File: src/rtl/ah_arith_pkg.sv
// Shared arithmetic-pipeline definitions for the multiplier and divider revisions.
// Holds default geometry, the geometry legality check and the common stage record.
package ah_arith_pkg;

  localparam int AH_WIDTH  = 32;
  localparam int AH_STAGES = 8;

  function automatic bit ah_geometry_ok(input int width, input int stages);
    return (width >= 2) && (stages >= 1) && ((width % stages) == 0);
  endfunction

  // Guarded so an illegal STAGES still elaborates far enough to hit the fatal check.
  function automatic int ah_bps(input int width, input int stages);
    return (stages > 0) ? (width / stages) : 1;
  endfunction

  localparam int AH_BPS = ah_bps(AH_WIDTH, AH_STAGES);

  typedef struct packed {
    logic                  valid;
    logic                  neg;
    logic                  zero;
    logic [AH_WIDTH-1:0]   a_mag;
    logic [AH_WIDTH-1:0]   b_rem;
    logic [2*AH_WIDTH-1:0] acc;
  } ah_stage_t;

endpackage

File: src/rtl/ah_mul_pipelined_if.sv
// Streaming start/data_valid handshake shared by the pipelined multiplier and divider.
interface ah_mul_pipelined_if
  import ah_arith_pkg::*;
#(
  parameter int WIDTH = AH_WIDTH
);
  logic               start;
  logic [WIDTH-1:0]   multiplicand;
  logic [WIDTH-1:0]   multiplier;
  logic [2*WIDTH-1:0] product;
  logic               data_valid;
  logic               zero_operand;

  modport master (
    output start, multiplicand, multiplier,
    input  product, data_valid, zero_operand
  );

  modport slave (
    input  start, multiplicand, multiplier,
    output product, data_valid, zero_operand
  );
endinterface

File: src/rtl/ah_mul_stage.sv
// One accumulation stage: folds the lowest BPS remaining multiplier bits times |A|
// into the unsigned accumulator and passes the rest of the record forward.
module ah_mul_stage
  import ah_arith_pkg::*;
#(
  parameter int  WIDTH     = AH_WIDTH,
  parameter int  BPS       = AH_BPS,
  parameter int  STAGE_IDX = 1,
  parameter type stage_t   = ah_stage_t
) (
  input  logic   clk,
  input  logic   rst_n,
  input  stage_t d,
  output stage_t q
);

  localparam int SHIFT = (STAGE_IDX - 1) * BPS;

  logic [2*WIDTH-1:0] a_ext;
  logic [2*WIDTH-1:0] chunk_ext;
  logic [2*WIDTH-1:0] partial;

  // b_rem is pre-shifted each stage, so the chunk is always its low BPS bits.
  always_comb begin
    a_ext     = {{WIDTH{1'b0}}, d.a_mag};
    chunk_ext = {{(2*WIDTH-BPS){1'b0}}, d.b_rem[BPS-1:0]};
    partial   = (a_ext * chunk_ext) << SHIFT;
  end

  always_ff @(posedge clk or negedge rst_n) begin
    if (!rst_n) begin
      q <= '0;
    end else begin
      q.valid <= d.valid;
      q.neg   <= d.neg;
      q.zero  <= d.zero;
      q.a_mag <= d.a_mag;
      q.b_rem <= d.b_rem >> BPS;
      q.acc   <= d.acc + partial;
    end
  end

endmodule

File: src/rtl/ah_mul_pipelined.sv
// Pipelined signed WIDTH x WIDTH -> 2*WIDTH multiplier: input stage, STAGES
// accumulation stages and a sign-restoring output stage; no stalls.
module ah_mul_pipelined
  import ah_arith_pkg::*;
#(
  parameter int WIDTH  = AH_WIDTH,
  parameter int STAGES = AH_STAGES
) (
  input logic             clk,
  input logic             rst_n,
  ah_mul_pipelined_if.slave bus
);

  localparam int BPS = ah_bps(WIDTH, STAGES);

  if (!ah_geometry_ok(WIDTH, STAGES)) begin : g_bad_geometry
    $fatal(1, "ah_mul_pipelined: WIDTH must be >= 2 and a multiple of STAGES");
  end

  // Same layout as ah_stage_t, sized for this instance.
  typedef struct packed {
    logic               valid;
    logic               neg;
    logic               zero;
    logic [WIDTH-1:0]   a_mag;
    logic [WIDTH-1:0]   b_rem;
    logic [2*WIDTH-1:0] acc;
  } stage_t;

  stage_t             s0;
  stage_t             chain [STAGES+1];
  logic [WIDTH-1:0]   a_mag_in;
  logic [WIDTH-1:0]   b_mag_in;
  logic [2*WIDTH-1:0] product_q;
  logic               data_valid_q;
  logic               zero_operand_q;

  // -2^(WIDTH-1) negates to itself, which read unsigned is exactly its magnitude.
  always_comb begin
    a_mag_in = bus.multiplicand[WIDTH-1] ? (~bus.multiplicand + WIDTH'(1)) : bus.multiplicand;
    b_mag_in = bus.multiplier[WIDTH-1]   ? (~bus.multiplier + WIDTH'(1))   : bus.multiplier;
  end

  always_ff @(posedge clk or negedge rst_n) begin
    if (!rst_n) begin
      s0 <= '0;
    end else begin
      s0.valid <= bus.start;
      s0.neg   <= bus.multiplicand[WIDTH-1] ^ bus.multiplier[WIDTH-1];
      s0.zero  <= (bus.multiplicand == '0) || (bus.multiplier == '0);
      s0.a_mag <= a_mag_in;
      s0.b_rem <= b_mag_in;
      s0.acc   <= '0;
    end
  end

  assign chain[0] = s0;

  for (genvar k = 1; k <= STAGES; k++) begin : g_stage
    ah_mul_stage #(
      .WIDTH    (WIDTH),
      .BPS      (BPS),
      .STAGE_IDX(k),
      .stage_t  (stage_t)
    ) u_stage (
      .clk  (clk),
      .rst_n(rst_n),
      .d    (chain[k-1]),
      .q    (chain[k])
    );
  end

  // Negating a zero accumulator yields zero, so a zero operand never produces -0.
  always_ff @(posedge clk or negedge rst_n) begin
    if (!rst_n) begin
      product_q      <= '0;
      data_valid_q   <= 1'b0;
      zero_operand_q <= 1'b0;
    end else begin
      product_q      <= chain[STAGES].neg ? (~chain[STAGES].acc + (2*WIDTH)'(1))
                                          : chain[STAGES].acc;
      data_valid_q   <= chain[STAGES].valid;
      zero_operand_q <= chain[STAGES].zero;
    end
  end

  assign bus.product      = product_q;
  assign bus.data_valid   = data_valid_q;
  assign bus.zero_operand = zero_operand_q;

endmodule

File: src/flat_wrapper.sv
// flat-port wrapper written by rule: the top's interface ports become plain ports
module ah_mul_pipelined_flat import ah_arith_pkg::*;
#(
  parameter int WIDTH  = AH_WIDTH,
  parameter int STAGES = AH_STAGES
)
  (clk, rst_n, bus_start, bus_multiplicand, bus_multiplier, bus_product, bus_data_valid, bus_zero_operand);
  ah_mul_pipelined_if #(.WIDTH(WIDTH)) bus_i ();
  input logic clk;
  input logic rst_n;
  input wire logic [$bits(bus_i.start)-1:0] bus_start;
  input wire logic [$bits(bus_i.multiplicand)-1:0] bus_multiplicand;
  input wire logic [$bits(bus_i.multiplier)-1:0] bus_multiplier;
  output wire logic [$bits(bus_i.product)-1:0] bus_product;
  output wire logic [$bits(bus_i.data_valid)-1:0] bus_data_valid;
  output wire logic [$bits(bus_i.zero_operand)-1:0] bus_zero_operand;
  assign bus_i.start = bus_start;
  assign bus_i.multiplicand = bus_multiplicand;
  assign bus_i.multiplier = bus_multiplier;
  assign bus_product = bus_i.product;
  assign bus_data_valid = bus_i.data_valid;
  assign bus_zero_operand = bus_i.zero_operand;
  ah_mul_pipelined #(.WIDTH(WIDTH), .STAGES(STAGES)) u_core (.clk(clk), .rst_n(rst_n), .bus(bus_i));
endmodule
File: config.mk
export PLATFORM = sky130hd
export DESIGN_NAME = ah_mul_pipelined_flat
export DESIGN_NICKNAME = d
export VERILOG_FILES = /design/src/rtl/ah_arith_pkg.sv /design/src/rtl/ah_mul_pipelined_if.sv /design/src/rtl/ah_mul_stage.sv /design/src/rtl/ah_mul_pipelined.sv /design/src/flat_wrapper.sv
export SDC_FILE = /design/constraint.sdc
export NUM_CORES = 2
export LEC_CHECK = 0
export CAP_MARGIN = 20
export CORE_MARGIN = 2
export CORE_UTILIZATION = 56
export DETAILED_ROUTE_END_ITERATION = 16
export PLACE_DENSITY = 0.7
export SYNTH_ARGS = -nofsm -noshare
export SYNTH_HDL_FRONTEND = slang
export SYNTH_HIERARCHICAL = 1
export SYNTH_SLANG_ARGS = --single-unit
File: constraint.sdc
create_clock -name clk -period 10.1 [get_ports clk]
set_input_delay 1.515 -clock clk [delete_from_list [all_inputs] [get_ports clk]]
set_output_delay 1.515 -clock clk [all_outputs]
set_load 0.1 [all_outputs]
# --- Word level (Yosys, flattened, before mapping) ---
# Index checks and enable logic that the tools add are counted.
word_totals:
  register_bits: 977
  wordCells: 82
op_classes:
  bitwise_logic: 4
  mul: 8
  muxes: 3
  reduce_logical: 3
  addsub: 10
ops:
  columns: ["operator", "count"]
  rows:
  - ["multiplier 32 x 4 -> 36 bit", 8]
  - ["adder 32 x 1 -> 32 bit, second input constant", 2]
  - ["adder 64 x 1 -> 64 bit, second input constant", 1]
  - ["adder 64 x 44 -> 64 bit", 1]
  - ["adder 64 x 48 -> 64 bit", 1]
  - ["adder 64 x 52 -> 64 bit", 1]
  - ["adder 64 x 56 -> 64 bit", 1]
  - ["adder 64 x 60 -> 64 bit", 1]
  - ["adder 64 bit", 1]
  - ["zero test 32 bit", 2]
  - ["2-to-1 mux 32 bit", 2]
  - ["2-to-1 mux 64 bit", 1]
  - ["NOT 32 bit", 2]
  - ["NOT 64 bit", 1]
  - ["adder 36 x 40 -> 41 bit", 1]
  - ["logical OR 1 bit", 1]
  - ["XOR 1 bit", 1]

# --- Logic depth before layout (Yosys ltp) ---
depth:
  ltp_word: 3
  ltp_mapped: 29
  ltp_nobuf: 25

# --- By module ---
# Netlist, hierarchy kept.
by_module_without_submodules:
  columns: ["mod", "cells_each", "n_inst", "area_per_inst_um2"]
  rows:
  - ["ah_mul_stage (u_core.g_stage[4].u_stage)", 1060, 1, 9984.6]
  - ["ah_mul_stage (u_core.g_stage[2].u_stage)", 1045, 1, 9799.4]
  - ["ah_mul_stage (u_core.g_stage[5].u_stage)", 1021, 1, 9715.6]
  - ["ah_mul_stage (u_core.g_stage[3].u_stage)", 1021, 1, 9584.2]
  - ["ah_mul_stage (u_core.g_stage[6].u_stage)", 1012, 1, 9567.9]
  - ["ah_mul_stage (u_core.g_stage[7].u_stage)", 979, 1, 9377.7]
  - ["ah_mul_stage (u_core.g_stage[8].u_stage)", 946, 1, 9320.2]
  - ["ah_mul_stage (u_core.g_stage[1].u_stage)", 892, 1, 9178.8]
  - ["ah_mul_pipelined", 536, 1, 6135.9]

# --- Worst setup path after synthesis ---
# OpenSTA, ideal clock, no wires.
synth_path:
  kind: "register -> register"
  start: "register u_core/g_stage[1].u_stage/q[67] (netlist name)"
  end: "register u_core/g_stage[2].u_stage/q[63] (netlist name)"
  arrival_time_ns: 6.005
  setup_slack_ns: 4.015
  synth_period_minus_slack_ns: 6.085
  required_time_ns: 10.020
  stages_incl_launch_ff: 28
  setup_time_ns: 0.080
  path_cell_list: "dfrtp_1 -> clkbuf_1 -> nand2_1 -> fa_1 -> fa_1 -> inv_1 -> fa_1 -> a21o_1 -> a21oi_2 -> o21ai_1 -> a2111o_1 -> and2_1 -> a31oi_1 -> o21ai_1 -> a21boi_0 -> xnor2_1 -> ha_1 -> clkbuf_1 -> a21o_1 -> a21o_1 -> a21oi_1 -> o21ai_1 -> a21o_1 -> a21o_1 -> a221o_2 -> buf_6 -> nand4_1 -> xnor2_1"
synth_lines:
  columns: ["element", "line_no", "rtl"]
  rows:
  - ["end: declaration", "ah_mul_stage.sv:14", "output stage_t q"]

# --- Final worst setup path ---
layout_path:
  start: "register u_core/g_stage[2].u_stage/q[67] (netlist name)"
  end: "register u_core/g_stage[3].u_stage/q[58] (netlist name)"
layout_between:
  elab_chain_len: 2
layout_lines:
  columns: ["element", "line_no", "rtl"]
  rows:
  - ["multiplier 32 x 4 -> 36 bit", "ah_mul_stage.sv:27", "partial = (a_ext * chunk_ext) << SHIFT;"]
  - ["adder 64 x 44 -> 64 bit", "ah_mul_stage.sv:39", "q.acc <= d.acc + partial;"]
  - ["end: declaration", "ah_mul_stage.sv:14", null]
# Every way passes these cells.

==> flow_summary.json <==
{
  "r2r-start": "u_core/g_stage[2].u_stage/q[67]$_DFF_PN0_",
  "drt_iter0_markers": 3876,
  "final_cells": 10440,
  "fp.dieH_um": 379.1,
  "grt_usage_pct": 27.47,
  "num_vias": 59140,
  "grt_pass1_wl_um": 315500,
  "crit_path_max_fanout": 32,
  "rsz0062_at_grt": "no",
  "multiInputGateArea_mm2": 0.04925,
  "clock.fmax_mhz": 133.6,
  "syn2layout_area_growth_pct": 9.106,
  "cts_tree": "done",
  "fin_setup_tns_ns": 0,
  "nets": 9653,
  "timing.rr.end": "u_core/g_stage[3].u_stage/q[58]$_DFF_PN0_",
  "seqCellArea_mm2": 0.02515,
  "post_drt_via_cell_ratio": 5.665,
  "arrival_ns": 8.12,
  "root_buffer": "clkbuf_16",
  "finalCritPeriodShare_pct": 74.13,
  "syn_area_per_cell_um2": 9.461,
  "grt_pass1_vias": 60080,
  "status": "complete, no violations",
  "drive_gt1_share_pct": 4.381,
  "postCtsSetupRepairBufs": 0,
  "cts.reportedPaths.clkPinSlew_ns": 0.07,
  "cts_resized": 0,
  "io_buffers": 132,
  "hold_end": "u_core/g_stage[3].u_stage/q[68]$_DFF_PN0_",
  "hold_buffers": 0,
  "r2r_cells": 22,
  "antenna_found_initial": 2,
  "finalMaxSlewViolations": 0,
  "grt_max_degree": 147,
  "hold-path-cell-count": 0,
  "synth_warnings": 6,
  "cts_buffers": 108,
  "wl_per_cell_um": 18.61,
  "gp_congestion": 0.9383,
  "start_util_pct": 56.47,
  "dieArea_mm2": 0.1437,
  "syn_inst": 8328,
  "crit_path_start_kind": "register",
  "dp_hpwl_um": 154700,
  "clock_skew_ns": 0.07243,
  "synthesis.area_mm2": 0.07879,
  "min_period_ns": 7.487,
  "dp_cells": 10240,
  "worstSkewPairLatency_ns": 0.77,
  "fillers": 11910,
  "die_x_um": 379.1,
  "drt_wl_total_um": 194300,
  "drt_first_pass_iters": 6,
  "worstMarginPinSlew_ns": 1.057,
  "drcViolationCount": 0,
  "hp-start": "u_core/g_stage[2].u_stage/q[72]$_DFF_PN0_",
  "setup.worst_path.class": "reg2reg",
  "setup_viol": 0,
  "h-tree-depth": 3,
  "worstSetupStartpoint": "u_core/g_stage[2].u_stage/q[67]$_DFF_PN0_",
  "grt_remaining_overflow": 0,
  "hold_violations": 0,
  "drv_cap": 0,
  "min_path_type": "reg2reg",
  "ant_nets": 0,
  "core_area_mm2": 0.1395,
  "cts_buffer_depth": 3,
  "cts_sinks": 1005,
  "cp-end-kind": "register",
  "slew_headroom_pct": 29.50,
  "cp_data_required_time_ns": 10.73,
  "ios": 133,
  "worst-r2r-setup-slack_ns": 2.61,
  "rows": 137
}
-- state kept, by name (all words and copies together), names as in the netlist --
| signal | count |
|---|---|
| u_core/g_stage.u_stage/q | 872 |
| u_core/chain | 67 |
| u_core/bus.product | 64 |
| u_core/bus.data_valid | 1 |
| u_core/bus.zero_operand | 1 |
-- layout make-up --
type | instances | share of cell area (%)
multi-input combinational | 6177 | 57.29
timing repair buffer | 159 | 1.831
antenna | 4 | 0.01164
tap | 1876 | 2.730
clock buffer | 150 | 3.595
clock inverter | 51 | 0.8398
sequential | 1005 | 29.26
inverter | 1018 | 4.445
-- metrics by stage --
stage	util [%]	cell area, µm²	hold slack (ns)	setup WS, ns
finish	61.61	85960	0.3183	2.613
CTS	61.60	85950	0.3279	2.677
global placement	58.87	82140	0.3315	2.871
global route	61.61	85960	0.3240	2.137
floorplan	-	79210	0.3312	4.015
detailed placement	58.87	82140	0.3347	2.702
-- cell usage in the layout, fill, tap and decap left out, drive strengths merged, types with 58 or more instances in the layout --
cell type,n
nor2,355
o21bai,90
o21a,58
clkdlybuf4s50,130
nand4,114
conb,113
xnor2,477
ha,597
nand2,752
nand3,160
and3,68
xor2,200
dfrtp,1005
a21oi,514
o21ai,307
a31oi,65
a21o,269
clkbuf,150
and2,726
nor3,96
inv,1022
a211oi,69
fa,520
-- per-layer routing --
metal / GRT usage (%) / wire (µm)
met1: 34.05 / 80220
met2: 48.68 / 97740
met3: 2.669 / 7664
met4: 11.94 / 8711
met5: 0 / 0
-- worst max-delay path by stage --
stage	end	depth (start not counted)
CTS	u_core/g_stage[3].u_stage/q[58]$_DFF_PN0_	22
finish	u_core/g_stage[3].u_stage/q[58]$_DFF_PN0_	22
detailed placement	u_core/g_stage[3].u_stage/q[58]$_DFF_PN0_	22
global placement	u_core/g_stage[2].u_stage/q[44]$_DFF_PN0_	21
floorplan	u_core/g_stage[2].u_stage/q[63]$_DFF_PN0_	27
global route	u_core/g_stage[3].u_stage/q[54]$_DFF_PN0_	22
-- critical path, stage by stage, from the launching register on --
cell	delay, ns
dfrtp_1	0.96
nand2_1	0.19
fa_1	0.56
fa_1	0.56
inv_1	0.08
fa_1	0.49
a211oi_1	0.31
o21ai_0	0.24
nand4_1	0.23
a21oi_1	0.12
o41ai_1	0.58
a21oi_1	0.30
a31oi_1	0.37
nor3_1	0.10
a211o_1	0.24
ha_1	0.39
nand2_1	0.15
o21ai_0	0.31
or3_1	0.16
nor3_1	0.04
nor2_1	0.56
nand4_1	0.20
xnor2_1	0.23
Power is left out: the tool's default activity adds up to more than one toggle a clock period on the data nets, which glitch-free logic cannot reach.
